## src/rtl/mem_arbiter_if.sv

```systemverilog
`default_nettype none
// ============================================================================
//  Module      : mem_arbiter_if
//  Description : Bundle of the core port, the debug/loader port and the
//                single-ported data-memory side of the memory arbiter.
//  Revision    : 1.0 - initial release
// ============================================================================
interface mem_arbiter_if;
  // Core requester
  logic        c_req;
  logic        c_we;
  logic [31:0] c_addr;
  logic [31:0] c_wdata;
  logic        c_gnt;
  logic        c_rvalid;
  logic [31:0] c_rdata;
  // Debug / loader requester
  logic        d_req;
  logic        d_we;
  logic [31:0] d_addr;
  logic [31:0] d_wdata;
  logic        d_gnt;
  logic        d_rvalid;
  logic [31:0] d_rdata;
  // Memory side
  logic        m_en;
  logic        m_we;
  logic [31:0] m_addr;
  logic [31:0] m_wdata;
  logic [31:0] m_rdata;

  // Arbiter view
  modport slave (
    input  c_req, c_we, c_addr, c_wdata,
    output c_gnt, c_rvalid, c_rdata,
    input  d_req, d_we, d_addr, d_wdata,
    output d_gnt, d_rvalid, d_rdata,
    output m_en, m_we, m_addr, m_wdata,
    input  m_rdata
  );

  // Requester / memory-model view
  modport master (
    output c_req, c_we, c_addr, c_wdata,
    input  c_gnt, c_rvalid, c_rdata,
    output d_req, d_we, d_addr, d_wdata,
    input  d_gnt, d_rvalid, d_rdata,
    input  m_en, m_we, m_addr, m_wdata,
    output m_rdata
  );
endinterface
`default_nettype wire

```

## src/rtl/mem_arbiter.sv

```systemverilog
`default_nettype none
// ============================================================================
//  Module      : mem_arbiter
//  Description : Two-port (core / debug) round-robin arbiter in front of a
//                single-ported data memory. Write = 2 cycles, read = 3.
//                Illegal addresses are granted but never reach the memory.
//  Revision    : 1.0 - initial release
// ============================================================================
module mem_arbiter #(
  parameter int MEM_BYTES = 1024
) (
  input  logic         clk,
  input  logic         rst,
  mem_arbiter_if.slave bus
);

  typedef enum logic [1:0] {
    S_IDLE   = 2'd0,
    S_ACCESS = 2'd1,
    S_RESP   = 2'd2
  } state_e;

  localparam logic        OWN_CORE  = 1'b0;
  localparam logic        OWN_DBG   = 1'b1;
  localparam logic [31:0] LAST_WORD = 32'(MEM_BYTES - 4);

  state_e      state_q, state_d;
  logic        owner_q, owner_d;   // port being served
  logic        last_q,  last_d;    // port served most recently
  logic        we_q,    we_d;
  logic        ok_q,    ok_d;      // captured address is aligned and in range
  logic [31:0] addr_q,  addr_d;
  logic [31:0] wdata_q, wdata_d;

  logic        winner;
  logic        sel_we;
  logic [31:0] sel_addr;
  logic [31:0] sel_wdata;
  logic        is_access;
  logic        is_resp;
  logic        mem_go;
  logic [31:0] resp_data;

  // Arbitration, next-state and state-decoded outputs
  always_comb begin
    state_d   = state_q;
    owner_d   = owner_q;
    last_d    = last_q;
    we_d      = we_q;
    ok_d      = ok_q;
    addr_d    = addr_q;
    wdata_d   = wdata_q;

    // On a tie the port that was not served last wins
    if (bus.c_req && bus.d_req) begin
      winner = ~last_q;
    end else begin
      winner = bus.c_req ? OWN_CORE : OWN_DBG;
    end
    sel_we    = (winner == OWN_DBG) ? bus.d_we    : bus.c_we;
    sel_addr  = (winner == OWN_DBG) ? bus.d_addr  : bus.c_addr;
    sel_wdata = (winner == OWN_DBG) ? bus.d_wdata : bus.c_wdata;

    case (state_q)
      S_IDLE: begin
        if (bus.c_req || bus.d_req) begin
          owner_d = winner;
          last_d  = winner;
          we_d    = sel_we;
          addr_d  = sel_addr;
          wdata_d = sel_wdata;
          ok_d    = (sel_addr[1:0] == 2'b00) && (sel_addr <= LAST_WORD);
          state_d = S_ACCESS;
        end
      end
      S_ACCESS: state_d = we_q ? S_IDLE : S_RESP;
      S_RESP:   state_d = S_IDLE;
      default:  state_d = S_IDLE;
    endcase

    // Outputs depend only on registered state, never on a live request
    is_access = (state_q == S_ACCESS);
    is_resp   = (state_q == S_RESP);
    mem_go    = is_access && ok_q;
    // Dropped reads answer with zero instead of whatever the memory holds
    resp_data = ok_q ? bus.m_rdata : 32'h0;

    bus.c_gnt    = is_access && (owner_q == OWN_CORE);
    bus.d_gnt    = is_access && (owner_q == OWN_DBG);
    bus.c_rvalid = is_resp && (owner_q == OWN_CORE);
    bus.d_rvalid = is_resp && (owner_q == OWN_DBG);
    bus.c_rdata  = (is_resp && (owner_q == OWN_CORE)) ? resp_data : 32'h0;
    bus.d_rdata  = (is_resp && (owner_q == OWN_DBG))  ? resp_data : 32'h0;
    bus.m_en     = mem_go;
    bus.m_we     = mem_go && we_q;
    bus.m_addr   = mem_go ? addr_q  : 32'h0;
    bus.m_wdata  = mem_go ? wdata_q : 32'h0;
  end

  // State register; reset leaves debug as last owner so core wins first tie
  always_ff @(posedge clk) begin
    if (rst) begin
      state_q <= S_IDLE;
      owner_q <= OWN_CORE;
      last_q  <= OWN_DBG;
      we_q    <= 1'b0;
      ok_q    <= 1'b0;
      addr_q  <= 32'h0;
      wdata_q <= 32'h0;
    end else begin
      state_q <= state_d;
      owner_q <= owner_d;
      last_q  <= last_d;
      we_q    <= we_d;
      ok_q    <= ok_d;
      addr_q  <= addr_d;
      wdata_q <= wdata_d;
    end
  end

endmodule
`default_nettype wire

```

## src/flat_wrapper.sv

```systemverilog
// flat-port wrapper written by rule: the top's interface ports become plain ports
module mem_arbiter_flat 
#(
  parameter int MEM_BYTES = 1024
)
  (clk, rst, bus_c_req, bus_c_we, bus_c_addr, bus_c_wdata, bus_c_gnt, bus_c_rvalid, bus_c_rdata, bus_d_req, bus_d_we, bus_d_addr, bus_d_wdata, bus_d_gnt, bus_d_rvalid, bus_d_rdata, bus_m_en, bus_m_we, bus_m_addr, bus_m_wdata, bus_m_rdata);
  mem_arbiter_if bus_i ();
  input  logic clk;
  input  logic rst;
  input wire logic [$bits(bus_i.c_req)-1:0] bus_c_req;
  input wire logic [$bits(bus_i.c_we)-1:0] bus_c_we;
  input wire logic [$bits(bus_i.c_addr)-1:0] bus_c_addr;
  input wire logic [$bits(bus_i.c_wdata)-1:0] bus_c_wdata;
  output wire logic [$bits(bus_i.c_gnt)-1:0] bus_c_gnt;
  output wire logic [$bits(bus_i.c_rvalid)-1:0] bus_c_rvalid;
  output wire logic [$bits(bus_i.c_rdata)-1:0] bus_c_rdata;
  input wire logic [$bits(bus_i.d_req)-1:0] bus_d_req;
  input wire logic [$bits(bus_i.d_we)-1:0] bus_d_we;
  input wire logic [$bits(bus_i.d_addr)-1:0] bus_d_addr;
  input wire logic [$bits(bus_i.d_wdata)-1:0] bus_d_wdata;
  output wire logic [$bits(bus_i.d_gnt)-1:0] bus_d_gnt;
  output wire logic [$bits(bus_i.d_rvalid)-1:0] bus_d_rvalid;
  output wire logic [$bits(bus_i.d_rdata)-1:0] bus_d_rdata;
  output wire logic [$bits(bus_i.m_en)-1:0] bus_m_en;
  output wire logic [$bits(bus_i.m_we)-1:0] bus_m_we;
  output wire logic [$bits(bus_i.m_addr)-1:0] bus_m_addr;
  output wire logic [$bits(bus_i.m_wdata)-1:0] bus_m_wdata;
  input wire logic [$bits(bus_i.m_rdata)-1:0] bus_m_rdata;
  assign bus_i.c_req = bus_c_req;
  assign bus_i.c_we = bus_c_we;
  assign bus_i.c_addr = bus_c_addr;
  assign bus_i.c_wdata = bus_c_wdata;
  assign bus_c_gnt = bus_i.c_gnt;
  assign bus_c_rvalid = bus_i.c_rvalid;
  assign bus_c_rdata = bus_i.c_rdata;
  assign bus_i.d_req = bus_d_req;
  assign bus_i.d_we = bus_d_we;
  assign bus_i.d_addr = bus_d_addr;
  assign bus_i.d_wdata = bus_d_wdata;
  assign bus_d_gnt = bus_i.d_gnt;
  assign bus_d_rvalid = bus_i.d_rvalid;
  assign bus_d_rdata = bus_i.d_rdata;
  assign bus_m_en = bus_i.m_en;
  assign bus_m_we = bus_i.m_we;
  assign bus_m_addr = bus_i.m_addr;
  assign bus_m_wdata = bus_i.m_wdata;
  assign bus_i.m_rdata = bus_m_rdata;
  mem_arbiter #(.MEM_BYTES(MEM_BYTES)) u_core (.clk(clk), .rst(rst), .bus(bus_i));
endmodule
```

## config.mk

```make
export PLATFORM = sky130hd
export DESIGN_NAME = mem_arbiter_flat
export DESIGN_NICKNAME = d
export VERILOG_FILES = /design/src/rtl/mem_arbiter_if.sv /design/src/rtl/mem_arbiter.sv /design/src/flat_wrapper.sv
export SDC_FILE = /design/constraint.sdc
export NUM_CORES = 1
export LEC_CHECK = 0
export ABC_CLOCK_PERIOD_IN_PS = 1310
export BUFFER_PORTS_ARGS = -buffer_cell sky130_fd_sc_hd__buf_2
export CORE_AREA = 2 2 117 119
export DETAILED_ROUTE_END_ITERATION = 10
export DIE_AREA = 0 0 119 121
export GPL_TIMING_DRIVEN = 0
export MAX_ROUTING_LAYER = met4
export PLACE_DENSITY_LB_ADDON = 0.25
export RECOVER_POWER = 25
export SYNTH_ARGS = -nofsm -noshare
export SYNTH_HDL_FRONTEND = slang
export SYNTH_SLANG_ARGS = --single-unit
```

## constraint.sdc

```tcl
create_clock -name clk -period 1.31 [get_ports clk]
set_input_delay 0 -clock clk [delete_from_list [all_inputs] [get_ports clk]]
set_output_delay 0 -clock clk [all_outputs]
set_load 0.02 [all_outputs]
```

==> metrics.yaml, run 1 <==
setup_path:
  cpPeakStageDelay_ps: 360
  path_class: "register to output pin"
  reg2reg_depth: 7
  worst_setup_path_end_kind: "output pin"
  path_buf_inv: 4
  worstPathArrival_ps: 1570
  path_max_fanout: 5
  r2r_start: "u_core.state_q[0]"
  cp_slowest_cell: "dfxtp_4"
  rr_endpoint: "u_core.addr_q[21]"
  required_ps: 1310
  cp-start-kind: "register"
  cp_common_cell: "buf_6"
  worstPathCellList: "nand3b_1, buf_6, buf_6, clkbuf_16, nor2_4, buf_6"
  r2r_setup_slack_ps: -180
  cp_top_family: "buffers and inverters"
timing:
  fmax_ghz: 0.637
  slew_viol_final: 0
  fin_skew_ps: 8.40
  layout_setup_ws_ps: -260
  holdWs_ps: 13.6
  final.min_clock_period_ps: 1570
  tightest_slew_ps: 799
  finalCritPeriodShare_pct: 120
  rsz0062_at_grt: "yes"
  finalSetupViolCount: 199
  slew_headroom_pct: 46.7
  hold_viol: 0
  tns_ps: -32230
clock_network:
  clockBufferDepth: 2
  clk_latency_ps: 330
  cts_hold_buf: 0
  path_clk_slew_ps: 60
  htreeDepth: 3
  cts_buffers: 9
  cts_root_buf: "clkbuf_16"
  cts_tree: "built"
  cts_sinks: 70
drt:
  wl_per_cell_um: 19.0
  drtIter0Drc: 317
  wl_mm: 20.0
  dr.pass1.iters: 7
  drtAntennaViolNets: 0
  num_vias: 5324
  via_per_inst: 5.05
  drc: 0
logic_synthesis:
  yosysWarningCount: 0
  seq_area_frac_synth_pct: 32.1
  synth_top_area_share_pct: 32.1
  synth.distinct_cells: 31
  synth_top_area_cell: "dfxtp_1"
  ys_seq_elements: 70
  ys_top_cells_by_area: "dfxtp_1 32%, a211oi_2 17%, mux2i_1 15%"
  netlist_area_um2: 4370
  avgSynthCellArea_um2: 8.39
  synth_nets: 687
  synth_cells: 521
global_route:
  antenna_found_initial: 0
  grt_pass1_wl_mm: 29.0
  grt_start_max_net_pins: 13
  grtUsageTotal_pct: 26.5
  grt-ovfl-total: 0
  grt_pass1_vias: 5486
min_path:
  hold_start: "bus_d_wdata[19]"
  hold_class: "primary input to register"
  hold_end: "u_core.wdata_q[19]"
  holdPathStages: 3
placement:
  gp_congestion: 0.920
  hpwl_mm: 12.4
  place_area_um2: 6080
  placed_cells: 995
  portBuffers: 298
floorplan:
  start_util_pct: 33.4
  io_pins: 300
  chipHeight_um: 121
  row_count: 42
  fp.dieW_um: 119
  coreArea_um2: 13100
  die_area_um2: 14400
run_status:
  violations: "setup timing"
  status: "finished, violations left"
final_layout:
  num-fill-cells: 956
  fin_area_um2: 9240
  antennaDiodeCount: 0
  fin_nets: 1040
  regArea_um2: 1410
  drive_gt1_share_pct: 71.4
  multi_input_area_um2: 3560
  fin_cells: 1054
  area_growth_pct: 111
run:
  cap_violations: 0
power_and_ir_drop:
  powerDensity_nw_per_um2: 794
  worst_ir_drop_vdd_v: 0.000515
  power_leakage_uw: 0.00396
[cell families (layout without fill, tap and decap cells)]
kind of cell	after synthesis	count (layout)	share of synthesized area, %
buf+inv	53	410	6.67
flops	70	70	32.1
compound gates	74	74	19.2
mux	65	65	14.9
simple gates	259	259	27.2
[layer usage]
metal	wire length (um)	GRT usage, %	part of all wire, %
met5	0	-	0
met4	726	10.3	3.6
met1	7850	30.7	39
met2	10300	45.5	51
met3	1180	5.12	5.9
[worst max-delay path by stage]
stage / from / endpoint / slack (ps) / cells after the start
after floorplan: u_core.ok_q / bus_m_addr[22] / 1 / 5
after global routing: u_core.ok_q / bus_d_rdata[20] / -310 / 5
after CTS: u_core.state_q[1] / bus_m_wdata[15] / -280 / 6
after global placement: u_core.ok_q / bus_m_wdata[13] / -550 / 7
after detailed placement: u_core.ok_q / bus_m_wdata[15] / -540 / 7
final: u_core.state_q[0] / bus_c_rdata[19] / -260 / 6
[registers in the layout (all words and copies together), names as in the netlist]
register / flops
u_core.ok_q: 1
u_core.owner_q: 1
u_core.wdata_q: 32
u_core.we_q: 1
u_core.last_q: 1
u_core.state_q: 2
u_core.addr_q: 32
[through the flow]
step | utilization (%) | total power, uW | worst slack [ps]
5_1_grt | 70.6 | 7630 | -308
2_1_floorplan | - | 3460 | 1.14
3_5_place_dp | 46.5 | 3970 | -536
3_3_place_gp | 46.5 | 3950 | -553
4_1_cts | 66.8 | 7210 | -285
6_report | 70.6 | 7330 | -260
[synth_stat cells (all sizes together)]
| cell | count |
|---|---|
| a211oi | 66 |
| nor3 | 4 |
| nand3 | 1 |
| and2 | 65 |
| o21a | 1 |
| or4 | 1 |
| nand3b | 2 |
| dfxtp | 70 |
| clkbuf | 19 |
| nand2b | 1 |
| nor4 | 9 |
| buf | 29 |
| nand4 | 1 |
| nor2 | 138 |
| o22ai | 1 |
| o21ai | 2 |
| nor2b | 1 |
| nand2 | 35 |
| mux2i | 65 |
| o31ai | 1 |
| a31o | 1 |
| nand4b | 1 |
| inv | 5 |
| a21oi | 1 |
| o21bai | 1 |
[report_power, final]
group,leakage [uW],internal (uW),switching [uW]
combinational,0.00323,1140,1020
clock,0.000151,1710,943
sequential,0.000584,2380,140
[cell usage in the layout (no fill, tap or decap), types with 3 or more instances in the layout]
cell type / instances
buf_2: 165
buf_6: 142
nor2_1: 74
a211oi_2: 65
dfxtp_1: 65
nor2_4: 61
and2_4: 53
mux2i_1: 42
nand2_1: 22
buf_4: 21
buf_12: 20
clkbuf_16: 19
buf_8: 14
nand2_2: 13
and2_1: 12
mux2i_2: 12
mux2i_4: 11
nor4_1: 9
clkbuf_1: 8
clkbuf_8: 4
nor3_1: 4
buf_16: 4
nor2_2: 3
dfxtp_2: 3
[final cells by class]
type	instances	share of cell area, %
Inverter	5	0.230
Tap cell	176	2.38
Clock buffer	10	2.59
Multi-Input combinational cell	398	38.6
Sequential cell	70	15.3
Buffer	46	7.25
Clock inverter	5	0.907
Timing Repair Buffer	344	32.8
[worst reg2reg max path, delay by kind of cell (launching register included)]
| kind | cells | cell delay (ps) |
|---|---|---|
| simple gates | 1 | 140 |
| compound gates | 2 | 220 |
| flops | 1 | 360 |
| buf+inv | 4 | 630 |
[timing repair]
action                     in CTS  in global routing
gates resized for setup       529                126
setup endpoints to repair     196                201
cloned                         16                  1
pin swaps                      56                  9
setup buffers                  21                  9
Note: power is estimated with default switching activity, not from simulation.
==> run 2: changes to the inputs <==
--- a/config.mk
+++ b/config.mk
@@ -12,7 +12,7 @@
 export DIE_AREA = 0 0 119 121
 export GPL_TIMING_DRIVEN = 0
 export MAX_ROUTING_LAYER = met4
-export PLACE_DENSITY_LB_ADDON = 0.25
+export PLACE_DENSITY = 0.8
 export RECOVER_POWER = 25
 export SYNTH_ARGS = -nofsm -noshare
 export SYNTH_HDL_FRONTEND = slang
==> run 2 against run 1 <==
Effect of this change:
- sequential power about the same
- flip-flop and latch count unchanged
- the flow still finishes with violations (setup timing)
- combinational power about the same
- routed wire length up 12%
- critical path type is now register to register
- hold slack worse by 3.4 ps
- via count up 3.3%
==> metrics.yaml, run 2 (synthesis gave the netlist of run 1 again) <==
floorplan:
  die_area_um2: 14400
  start_util_pct: 33.4
  chipHeight_um: 121
  io_pins: 300
  coreArea_um2: 13100
  row_count: 42
  fp.dieW_um: 119
clock_network:
  clk_latency_ps: 330
  cts_hold_buf: 0
  cts_buffers: 9
  cts_tree: "built"
  cts_sinks: 70
  htreeDepth: 3
  cts_root_buf: "clkbuf_16"
  clockBufferDepth: 2
  path_clk_slew_ps: 60
setup_path:
  reg2reg_depth: 7
  path_max_fanout: 5
  r2r_start: "u_core.last_q"
  path_class: "register to register"
  cp_slowest_cell: "mux2i_1"
  r2r_setup_slack_ps: -250
  cp_common_cell: "buf_12"
  worst_setup_path_end_kind: "register"
  cp-start-kind: "register"
  cpPeakStageDelay_ps: 330
  worstPathArrival_ps: 1740
  required_ps: 1480
  rr_endpoint: "u_core.addr_q[13]"
  worstPathCellList: "o21ai_2, buf_6, buf_12, buf_8, buf_12, mux2i_1, a211oi_2"
drt:
  drc: 0
  wl_mm: 22.5
  dr.pass1.iters: 5
  num_vias: 5499
  drtIter0Drc: 287
  wl_per_cell_um: 21.2
  drtAntennaViolNets: 0
  via_per_inst: 5.19
timing:
  final.min_clock_period_ps: 1560
  tightest_slew_ps: 794
  finalSetupViolCount: 196
  fmax_ghz: 0.639
  rsz0062_at_grt: "yes"
  layout_setup_ws_ps: -254
  fin_skew_ps: 4.21
  slew_viol_final: 0
  finalCritPeriodShare_pct: 119
  slew_headroom_pct: 47.1
  hold_viol: 0
final_layout:
  area_growth_pct: 108
  drive_gt1_share_pct: 70.2
  regArea_um2: 1410
  fin_nets: 1036
  multi_input_area_um2: 3610
  final_common_cell: "buf_2"
  fin_util_pct: 69.3
  top_regs: "u_core.addr_q: 32 flops, u_core.wdata_q: 32 flops, u_core.state_q: 2 flops"
  num-fill-cells: 927
  mostFrequentLayoutCells: "176 x buf_2, 138 x buf_6, 72 x nor2_1"
global_route:
  grt_pass1_wl_mm: 31.0
  grt-ovfl-total: 0
  grt_pass1_vias: 5487
  grtUsageTotal_pct: 28.7
  grt_start_max_net_pins: 12
  antenna_found_initial: 8
power_and_ir_drop:
  total_power_uw: 7210
  powerDensity_nw_per_um2: 795
  power_leakage_uw: 0.00385
  worst_ir_drop_vdd_v: 0.000583
placement:
  portBuffers: 298
  hpwl_mm: 13.6
  gp_congestion: 0.942
run_status:
  violations: "setup timing"
  status: "finished, violations left"
min_path:
  hold_start: "bus_c_wdata[21]"
  hold_class: "primary input to register"
  hold_end: "u_core.wdata_q[21]"
  holdPathStages: 3
run:
  cap_violations: 0
-- run 2: cell count changes in the layout (fill, tap and decap cells not counted), moves of 7 or more --
cell and delta:
and2_1 +28, mux2i_1 -7, nand2_2 +12, buf_2 +11, mux2i_4 +7, diode_2 +9
nand2_1 -13, and2_4 -28
-- run 2: how the worst max path moves through the flow --
stage                     slack, ps              start           endpoint  cells past startpoint
after global placement         -490        u_core.ok_q    bus_m_wdata[20]                      7
after floorplan                   1        u_core.ok_q     bus_m_addr[22]                      5
after CTS                      -240  u_core.state_q[1]      bus_m_addr[4]                      6
after detailed placement       -500        u_core.ok_q     bus_m_addr[12]                      7
after global routing           -280  u_core.state_q[1]    bus_m_wdata[22]                      6
final                          -250      u_core.last_q  u_core.addr_q[13]                      7
-- run 2: repair_timing --
action | 4_1_cts | 5_1_grt
endpoints found under the setup margin | 197 | 199
pin swaps | 55 | 17
gates cloned | 10 | 7
gates resized for setup | 475 | 155
setup buffers | 18 | 9
-- run 2: worst max-delay path, delay by kind of cell (launching register included) --
family / cells / cell delay [ps]
flip-flops: 1 / 320
multiplexers: 1 / 330
buffers and inverters: 4 / 500
AO/OA/AOI/OAI: 2 / 260
-- run 2: layout make-up --
cell class | count | area share [%]
clock inverter | 3 | 0.469
antenna | 9 | 0.248
clock buffer | 13 | 2.87
timing repair buffer | 341 | 31.3
buffer | 45 | 7.06
multi-input combinational | 398 | 39.8
tap | 176 | 2.43
inverter | 5 | 0.262
sequential | 70 | 15.6
-- run 2: per-layer routing --
metal	global-route usage (%)	wire length [um]	vias up
met2	50.9	11500	337
met5	-	0	-
met1	30.7	8180	2579
li1	-	-	2498
met3	5.92	1590	85
met4	13.9	1250	0
-- run 2: through the flow --
stage / hold slack (ps) / cell area [um^2] / TNS, ps / cells / setup WS [ps]
global route: 24.9 / 9070 / -36480 / 1059 / -280
CTS: 3.25 / 8310 / -26210 / 1038 / -240
finish: 10.3 / 9070 / -25990 / 1060 / -254
detailed placement: 350 / 6080 / -43070 / 995 / -500
global placement: 345 / 6080 / -39690 / 995 / -489
floorplan: 154 / 4370 / 0 / 521 / 1.14
-- run 2: report_power, final --
part / internal (uW) / switching (uW)
logic: 1110 / 1060
clock network: 1580 / 944
registers: 2380 / 139
total: 5070 / 2140
